**src/rtl/counter_run_scheduler_if.sv**
```systemverilog
// Bundle between the counter run scheduler, its requesters and the shared
// wrap counter. Parameters must match those of counter_run_scheduler.
interface counter_run_scheduler_if #(
    parameter int NREQ = 4,
    parameter int CW   = 4,
    parameter int LW   = 8
);
    logic [NREQ-1:0]    req;
    logic [NREQ*LW-1:0] len;
    logic               abort;
    logic [CW-1:0]      count_in;
    logic               start;
    logic               stop;
    logic [NREQ-1:0]    grant;
    logic               busy;
    logic               done;
    logic [2:0]         done_id;
    logic [CW-1:0]      final_count;
    logic               aborted;

    modport master (
        output req, len, abort, count_in,
        input  start, stop, grant, busy, done, done_id, final_count, aborted
    );

    modport slave (
        input  req, len, abort, count_in,
        output start, stop, grant, busy, done, done_id, final_count, aborted
    );
endinterface

```
**src/rtl/counter_run_scheduler.sv**
```systemverilog
// Round-robin scheduler that lends one start/stop wrap counter to NREQ
// requesters for runs of a fixed number of increments.
module counter_run_scheduler #(
    parameter int NREQ = 4,
    parameter int CW   = 4,
    parameter int LW   = 8
) (
    input  logic                   clk,
    input  logic                   reset,
    counter_run_scheduler_if.slave bus
);
    localparam int IW = (NREQ > 1) ? $clog2(NREQ) : 1;

    typedef enum logic [2:0] {
        S_IDLE,
        S_START,
        S_RUN,
        S_STOP,
        S_DONE
    } state_e;

    state_e state_q, state_d;

    logic [IW-1:0] owner_q, owner_d;
    logic [IW-1:0] ptr_q, ptr_d;
    logic [LW-1:0] len_q, len_d;
    logic [LW-1:0] rem_q, rem_d;
    logic          flag_q, flag_d;
    logic [2:0]    did_q, did_d;
    logic [CW-1:0] fc_q, fc_d;
    logic          ab_q, ab_d;

    logic          found;
    logic [IW-1:0] pick;
    logic [LW-1:0] pick_len;
    logic [NREQ-1:0] owner_oh;

    // Round-robin search: first pending request above the last winner, wrapping.
    always_comb begin
        logic [IW-1:0] idx;
        found = 1'b0;
        pick  = ptr_q;
        idx   = '0;
        for (int i = 1; i <= NREQ; i++) begin
            idx = IW'((int'(ptr_q) + i) % NREQ);
            if (!found && bus.req[idx]) begin
                found = 1'b1;
                pick  = idx;
            end
        end
        pick_len = bus.len[int'(pick)*LW +: LW];
    end

    // One-hot view of the current owner.
    always_comb begin
        owner_oh = '0;
        owner_oh[owner_q] = 1'b1;
    end

    // State register.
    always_ff @(posedge clk or posedge reset) begin
        if (reset) state_q <= S_IDLE;
        else       state_q <= state_d;
    end

    // Run bookkeeping and the held completion report.
    always_ff @(posedge clk or posedge reset) begin
        if (reset) begin
            owner_q <= '0;
            ptr_q   <= IW'(NREQ - 1);
            len_q   <= '0;
            rem_q   <= '0;
            flag_q  <= 1'b0;
            did_q   <= '0;
            fc_q    <= '0;
            ab_q    <= 1'b0;
        end else begin
            owner_q <= owner_d;
            ptr_q   <= ptr_d;
            len_q   <= len_d;
            rem_q   <= rem_d;
            flag_q  <= flag_d;
            did_q   <= did_d;
            fc_q    <= fc_d;
            ab_q    <= ab_d;
        end
    end

    // Next-state and datapath update.
    always_comb begin
        state_d = state_q;
        owner_d = owner_q;
        ptr_d   = ptr_q;
        len_d   = len_q;
        rem_d   = rem_q;
        flag_d  = flag_q;
        did_d   = did_q;
        fc_d    = fc_q;
        ab_d    = ab_q;
        unique case (state_q)
            S_IDLE: begin
                if (found) begin
                    owner_d = pick;
                    ptr_d   = pick;
                    len_d   = (pick_len == '0) ? LW'(1) : pick_len;
                    state_d = S_START;
                end
            end
            S_START: begin
                rem_d   = len_q - LW'(1);
                state_d = (len_q == LW'(1)) ? S_STOP : S_RUN;
            end
            S_RUN: begin
                rem_d = rem_q - LW'(1);
                if (rem_q == LW'(1) || bus.abort || !bus.req[owner_q]) begin
                    state_d = S_STOP;
                    flag_d  = (rem_q != LW'(1));
                end
            end
            S_STOP: begin
                state_d = S_DONE;
            end
            S_DONE: begin
                did_d   = 3'(owner_q);
                fc_d    = bus.count_in;
                ab_d    = flag_q;
                flag_d  = 1'b0;
                state_d = S_IDLE;
            end
            default: begin
                state_d = S_IDLE;
            end
        endcase
    end

    // Outputs decoded from state; report fields are live during DONE.
    always_comb begin
        bus.start       = (state_q == S_START);
        bus.stop        = (state_q == S_STOP);
        bus.busy        = (state_q != S_IDLE);
        bus.done        = (state_q == S_DONE);
        bus.grant       = '0;
        if (state_q == S_START || state_q == S_RUN || state_q == S_STOP)
            bus.grant = owner_oh;
        bus.done_id     = did_q;
        bus.final_count = fc_q;
        bus.aborted     = ab_q;
        if (state_q == S_DONE) begin
            bus.done_id     = 3'(owner_q);
            bus.final_count = bus.count_in;
            bus.aborted     = flag_q;
        end
    end
endmodule

```
**src/flat_wrapper.sv**
```systemverilog
// flat-port wrapper written by rule: the top's interface ports become plain ports
module counter_run_scheduler_flat 
#(
    parameter int NREQ = 4,
    parameter int CW   = 4,
    parameter int LW   = 8
)
  (clk, reset, bus_req, bus_len, bus_abort, bus_count_in, bus_start, bus_stop, bus_grant, bus_busy, bus_done, bus_done_id, bus_final_count, bus_aborted);
  counter_run_scheduler_if #(.NREQ(NREQ), .CW(CW), .LW(LW)) bus_i ();
  input  logic clk;
  input  logic reset;
  input wire logic [$bits(bus_i.req)-1:0] bus_req;
  input wire logic [$bits(bus_i.len)-1:0] bus_len;
  input wire logic [$bits(bus_i.abort)-1:0] bus_abort;
  input wire logic [$bits(bus_i.count_in)-1:0] bus_count_in;
  output wire logic [$bits(bus_i.start)-1:0] bus_start;
  output wire logic [$bits(bus_i.stop)-1:0] bus_stop;
  output wire logic [$bits(bus_i.grant)-1:0] bus_grant;
  output wire logic [$bits(bus_i.busy)-1:0] bus_busy;
  output wire logic [$bits(bus_i.done)-1:0] bus_done;
  output wire logic [$bits(bus_i.done_id)-1:0] bus_done_id;
  output wire logic [$bits(bus_i.final_count)-1:0] bus_final_count;
  output wire logic [$bits(bus_i.aborted)-1:0] bus_aborted;
  assign bus_i.req = bus_req;
  assign bus_i.len = bus_len;
  assign bus_i.abort = bus_abort;
  assign bus_i.count_in = bus_count_in;
  assign bus_start = bus_i.start;
  assign bus_stop = bus_i.stop;
  assign bus_grant = bus_i.grant;
  assign bus_busy = bus_i.busy;
  assign bus_done = bus_i.done;
  assign bus_done_id = bus_i.done_id;
  assign bus_final_count = bus_i.final_count;
  assign bus_aborted = bus_i.aborted;
  counter_run_scheduler #(.NREQ(NREQ), .CW(CW), .LW(LW)) u_core (.clk(clk), .reset(reset), .bus(bus_i));
endmodule
```
**config.mk**
```make
export PLATFORM = sky130hd
export DESIGN_NAME = counter_run_scheduler_flat
export DESIGN_NICKNAME = d
export VERILOG_FILES = /design/src/rtl/counter_run_scheduler_if.sv /design/src/rtl/counter_run_scheduler.sv /design/src/flat_wrapper.sv
export SDC_FILE = /design/constraint.sdc
export NUM_CORES = 1
export LEC_CHECK = 0
export CAP_MARGIN = 10
export CORE_ASPECT_RATIO = 0.5
export CORE_MARGIN = 4
export CORE_UTILIZATION = 45
export CTS_CLUSTER_SIZE = 12
export DETAILED_ROUTE_END_ITERATION = 8
export GPL_TIMING_DRIVEN = 0
export PLACE_DENSITY = 0.77
export SLEW_MARGIN = 25
export SYNTH_ARGS = -nofsm -noshare
export SYNTH_HDL_FRONTEND = slang
export SYNTH_SLANG_ARGS = --single-unit
```
**constraint.sdc**
```tcl
create_clock -name clk -period 4.6 [get_ports clk]
set_input_delay 0.46 -clock clk [delete_from_list [all_inputs] [get_ports clk]]
set_output_delay 0.46 -clock clk [all_outputs]
set_load 0.005 [all_outputs]
```
### After elaboration in Yosys (flattened, before gate mapping)

Index checks and enable logic that the tools add are counted.
W data, S select, Z words.

| word-level totals | value |
|---|---|
| register bits after elaboration | 32 |
| input bits | 43 |
| logic and storage cells | 83 |

| cells by class | value |
|---|---|
| add/sub/neg operators | 6 |
| $lt $le $gt $ge | 6 |
| eq/ne operators | 9 |
| shifts and indexed selects | 1 |
| muxes and demuxes | 32 |
| reduce and logical (&&, ||, !) cells | 20 |

Operator list:

| kind | number |
|---|---|
| $shiftx A32 B6 Y8 | 1 |
| $eq A8 B1 Y1 const B | 2 |
| $pmux W8 S2 | 1 |
| $sub A8 B1 Y8 const B | 2 |
| $lt A2 B3 Y1 const B | 5 |
| $mux W1 | 13 |
| $pmux W3 S4 | 1 |
| $bmux W1 S2 | 5 |
| $mux W3 | 3 |
| $logic_not A8 Y1 | 1 |
| $mux W2 | 4 |
| $mux W4 | 2 |
| $mux W8 | 1 |
| $ne A8 B1 Y1 const B | 1 |
| $eq A3 B2 Y1 const B | 2 |
| $reduce_and A2 Y1 | 3 |
| $add A2 B1 Y2 const B | 2 |
| $add A2 B2 Y2 const B | 2 |
| $logic_and A1 B1 Y1 | 4 |
| $logic_not A1 Y1 | 4 |
| $logic_or A1 B1 Y1 | 4 |
| $ne A2 B1 Y1 const B | 2 |
| $reduce_bool A2 Y1 | 2 |
| $eq A3 B1 Y1 const B | 1 |
| other kinds (6) | 6 |

### Depth between registers and ports, before layout

| logic depth | value |
|---|---|
| word-level depth | 16 |
| mapped depth | 8 |
| mapped depth without buffers | 8 |

### Worst setup path after synthesis

Ideal clock, no wire load.

| path | value |
|---|---|
| path kind | register to register |
| start | register u_core.ptr_q[0] |
| end | register u_core.len_q[0] |
| setup time | 76 ps |
| arrival time | 2,100 ps |
| required time | 4,524 ps |
| setup slack | 2,424 ps |
| stages on the path, launching flop included | 8 |
| path buffers | 0 |
| period minus slack after synthesis | 2,176 ps |
| path through | dfstp_2 nor2b_1 a21o_1 a221oi_4 mux4_1 nor2_1 nand3_1 o21ai_1 |

| on the way | value |
|---|---|
| longest elaborated chain between the ends | 16 |

Ends and longest elaborated chain:

| item | line | source |
|---|---|---|
| start, declared | counter_run_scheduler.sv:25 | `logic [IW-1:0] ptr_q, ptr_d;` |
| start signal, assigned | counter_run_scheduler.sv:70 | `ptr_q <= IW'(NREQ - 1);` |
| start signal, assigned | counter_run_scheduler.sv:79 | `ptr_q <= ptr_d;` |
| $add A2 B1 Y2 | counter_run_scheduler.sv:45 | `idx = IW'((int'(ptr_q) + i) % NREQ);` |
| $bmux W1 S2 | counter_run_scheduler.sv:46 | `if (!found && bus.req[idx]) begin` |
| $mux W1 (implied by the code) | counter_run_scheduler.sv:46 |  |
| $mux W1 | counter_run_scheduler.sv:46 |  |
| $logic_not A1 Y1 | counter_run_scheduler.sv:46 |  |
| $logic_and A1 B1 Y1 | counter_run_scheduler.sv:46 |  |
| $mux W1 | counter_run_scheduler.sv:46 |  |
| $logic_not A1 Y1 | counter_run_scheduler.sv:46 |  |
| $logic_and A1 B1 Y1 | counter_run_scheduler.sv:46 |  |
| $mux W1 | counter_run_scheduler.sv:46 |  |
| $logic_not A1 Y1 | counter_run_scheduler.sv:46 |  |
| $logic_and A1 B1 Y1 | counter_run_scheduler.sv:46 |  |
| $mux W2 | counter_run_scheduler.sv:46 |  |
| $shiftx A32 B6 Y8 | counter_run_scheduler.sv:51 | `pick_len = bus.len[int'(pick)*LW +: LW];` |
| $logic_not A8 Y1 | counter_run_scheduler.sv:105 | `len_d = (pick_len == '0) ? LW'(1) : pick_len;` |
| $mux W8 | counter_run_scheduler.sv:105 |  |
| end signal, assigned | counter_run_scheduler.sv:80 | `len_q <= len_d;` |
| end, declared | counter_run_scheduler.sv:26 | `logic [LW-1:0] len_q, len_d;` |

Several ways; a longest one is shown, not always the timed one. The select of a mux whose other input is x is not followed.
A chain may end at the register's enable or synchronous reset.

### Worst setup path in the final report

| path | value |
|---|---|
| start | register u_core.state_q[0] |
| end | output port bus_final_count[1] |

| on the way | value |
|---|---|
| longest elaborated chain between the ends | 2 |

Ends and longest elaborated chain:

| item | line | source |
|---|---|---|
| start, declared | counter_run_scheduler.sv:22 | `state_e state_q, state_d;` |
| start signal, assigned | counter_run_scheduler.sv:63 | `else state_q <= state_d;` |
| $eq A3 B3 Y1 | counter_run_scheduler.sv:148 | `if (state_q == S_DONE) begin` |
| $mux W4 | n/a |  |
| end, declared | flat_wrapper.sv:22 | `output wire logic [$bits(bus_i.final_count)-1:0] bus_final_count;` |

Every way passes these cells.

==> flow_summary.toml <==
[setup_path]
critPathSlowestCell = "clkdlybuf4s50_1"
crit_type = "flip-flop to primary output"
required_ns = 4.14
critPathMaxFanout = 10
critPathLaunchType = "flip-flop"
path_common_cell = "clkbuf_1"
worstPathCellList = "clkbuf_1 -> nor2_1 -> and2_1 -> clkbuf_1 -> mux2_2 -> clkdlybuf4s50_1"
cp.buffers_inverters = 3
slowest_delay_ns = 0.45
cp.arrival_ns = 2.45
path_delay_family = "buffers and inverters"
endpoint_kind = "primary output"

[yosys]
synth_compound_area_share_pct = 13.4
yosys_warnings = 0
synthFlopType = "dfrtp_1"
synth_top_family_by_area = "simple AND/OR/NAND/NOR gates"
synthAdderAreaFrac_pct = 2.56
synth_mux_area_share_pct = 18.0
synth_xor_area_share_pct = 2.69
synth_area_leaders = "dfrtp_1 38%, mux2_2 7.5%, mux2i_1 6.7%"
synthDistinctLibCells = 45
postSynthCellCount = 200
synthSimpleGateAreaFrac_pct = 18.3
async_reset_ff_share_pct = 100
synth_area_um2 = 1960
synth-seq-cells = 32
yosys.area.top_type = "dfrtp_1"
ys_seq_area_share_pct = 41.1
avgSynthCellArea_um2 = 9.78
synth_top_area_share_pct = 38.4
synth_edf_count = 0
syn_nets = 247

[place]
portBuffers = 58
post-dp-hpwl_um = 3620
gp_congestion = 0.770
dpl_worst_slack_ns = 1.77
dp_cells = 312

[floorplan]
die_w_um = 101
num_rows = 16
die_h_um = 54.6
pin_count = 59
initial_core_util_pct = 48.4
die-area_um2 = 5530
core-area_um2 = 4040

[detailed_routing]
drc = 0
vias_per_cell = 5.32
drt_iter0_drc = 53
routed_wl_um = 4650
wl_per_cell_um = 14.5
dr.pass1.iters = 4
ant_nets = 0
via_count = 1703

[layout]
layout_commonest_cell = "clkdlybuf4s50_1"
layout_common_cells = "58 x clkdlybuf4s50_1, 30 x dfrtp_1, 22 x nand2_1, 21 x nor2_1"
antennaDiodeCount = 0
layout.cells.non_filler = 320
drive_above_1_share_pct = 12.4
area_growth_pct = 37.3
num-fill-cells = 323
layout.nets = 312

[timing]
fin_tns_setup_ns = 0
period_share_pct = 63.3
finalClockSkew_ns = 0.00905
finalHoldViolations = 0
rsz0062_at_grt = "false"
fmax_mhz = 343
worst_pin_slew_ns = 0.962
holdWs_ns = 0.498
maxSlewHeadroom_pct = 35.8
report.final.setup_viol = 0
drv_slew = 0
fin_ws_ns = 1.69
period_minus_slack_ns = 2.91

[clock_network]
htreeDepth = 2
clock-sinks = 32
cts-root-buf = "clkbuf_8"
max-clock-path-buffers = 2
post_cts_buffers = 0
ctsHoldBuffers = 0
clk_latency_ns = 0.28
cts_buffers = 5
cts_tree = "built"
path_clk_slew_ns = 0.06
ctsResizeCount = 0

[job]
drv_cap = 0

[pwr]
power.total_mw = 1.73
ir_drop_v = 0.000242
powerDensity_nw_per_um2 = 645
leakage_nw = 1.15

[global_routing]
grt.total_usage_pct = 17.4
grt_pass1_wl_um = 7420
grt_overflow = 0
antenna_found_initial = 0
grt_start_max_net_pins = 33
grt_pass1_vias = 1705

[min_path]
worstHoldPathType = "flip-flop to flip-flop"

[outcome]
outcome = "finished, final reports clean"
-- final cells by class --
type                       count  area (um^2)  share of cell area (%)
clock inverter                 1         5.00                   0.186
sequential                    32          803                    29.9
buffer                         9         45.0                    1.68
inverter                       9         33.8                    1.26
multi-input combinational    150         1070                    40.0
tap                           54         67.6                    2.52
clock buffer                   7         76.3                    2.84
timing repair buffer          58          581                    21.6
-- through the flow --
| step | utilization [%] | instance area [um^2] |
|---|---|---|
| 6_report | 66.4 | 2690 |
| 5_1_grt | 66.4 | 2690 |
| 4_1_cts | 66.4 | 2690 |
| 2_1_floorplan | - | 1960 |
| 3_5_place_dp | 64.4 | 2600 |
| 3_3_place_gp | 64.4 | 2600 |
-- synth_stat cells, drive strengths merged (2+ instances only) --
| cell | instances |
|---|---|
| or3b | 2 |
| nor2b | 2 |
| xor2 | 3 |
| dfrtp | 30 |
| and3b | 2 |
| clkbuf | 8 |
| nor4 | 4 |
| or2b | 2 |
| mux4 | 3 |
| nor2 | 21 |
| nand2 | 22 |
| a21oi | 13 |
| dfstp | 2 |
| mux2i | 13 |
| xnor2 | 3 |
| nand3 | 5 |
| o21ai | 13 |
| o22ai | 3 |
| nor3 | 3 |
| inv | 9 |
| ha | 4 |
| mux2 | 13 |
| nor3b | 2 |
-- cell families after synthesis --
kind of cell	Yosys count
AO/OA/AOI/OAI	39
XOR/XNOR	6
adder cells (fa/ha/maj)	4
buffers and inverters	18
flip-flops	32
multiplexers	29
AND/OR/NAND/NOR	72
-- report_power, final --
| group | switching [mW] | internal (mW) |
|---|---|---|
| logic | 0.474 | 0.500 |
| clock network | 0.0970 | 0.106 |
| registers | 0.128 | 0.427 |
-- flip-flops by register name, indices dropped and copies added, names as in the netlist --
name            count
u_core.len_q        8
u_core.rem_q        8
u_core.state_q      3
u_core.did_q        3
u_core.owner_q      2
u_core.ptr_q        2
u_core.fc_q         4
u_core.ab_q         1
u_core.flag_q       1
-- per-layer routing --
metal	GRT usage (%)	wire length (um)	share of wire [%]
met5	0	0	0
met4	6.40	56	1.2
met3	3.31	242	5.2
met2	32.0	2230	48
met1	20.8	2120	46
-- path summary, 6_finish.rpt --
check	cells past startpoint	endpoint	slack, ns	from
setup / recovery	6	bus_final_count[1]	1.69	u_core.state_q[0]
min in group asynchronous	2	u_core.did_q[2]	0.60	reset
hold / removal	1	u_core.fc_q[2]	0.50	u_core.fc_q[2]
hold reg to reg	1	u_core.fc_q[2]	0.50	u_core.fc_q[2]
setup reg to reg	6	u_core.rem_q[7]	2.27	u_core.state_q[1]
max in group asynchronous	2	u_core.len_q[7]	3.58	reset
(Power assumes the default switching activity.)
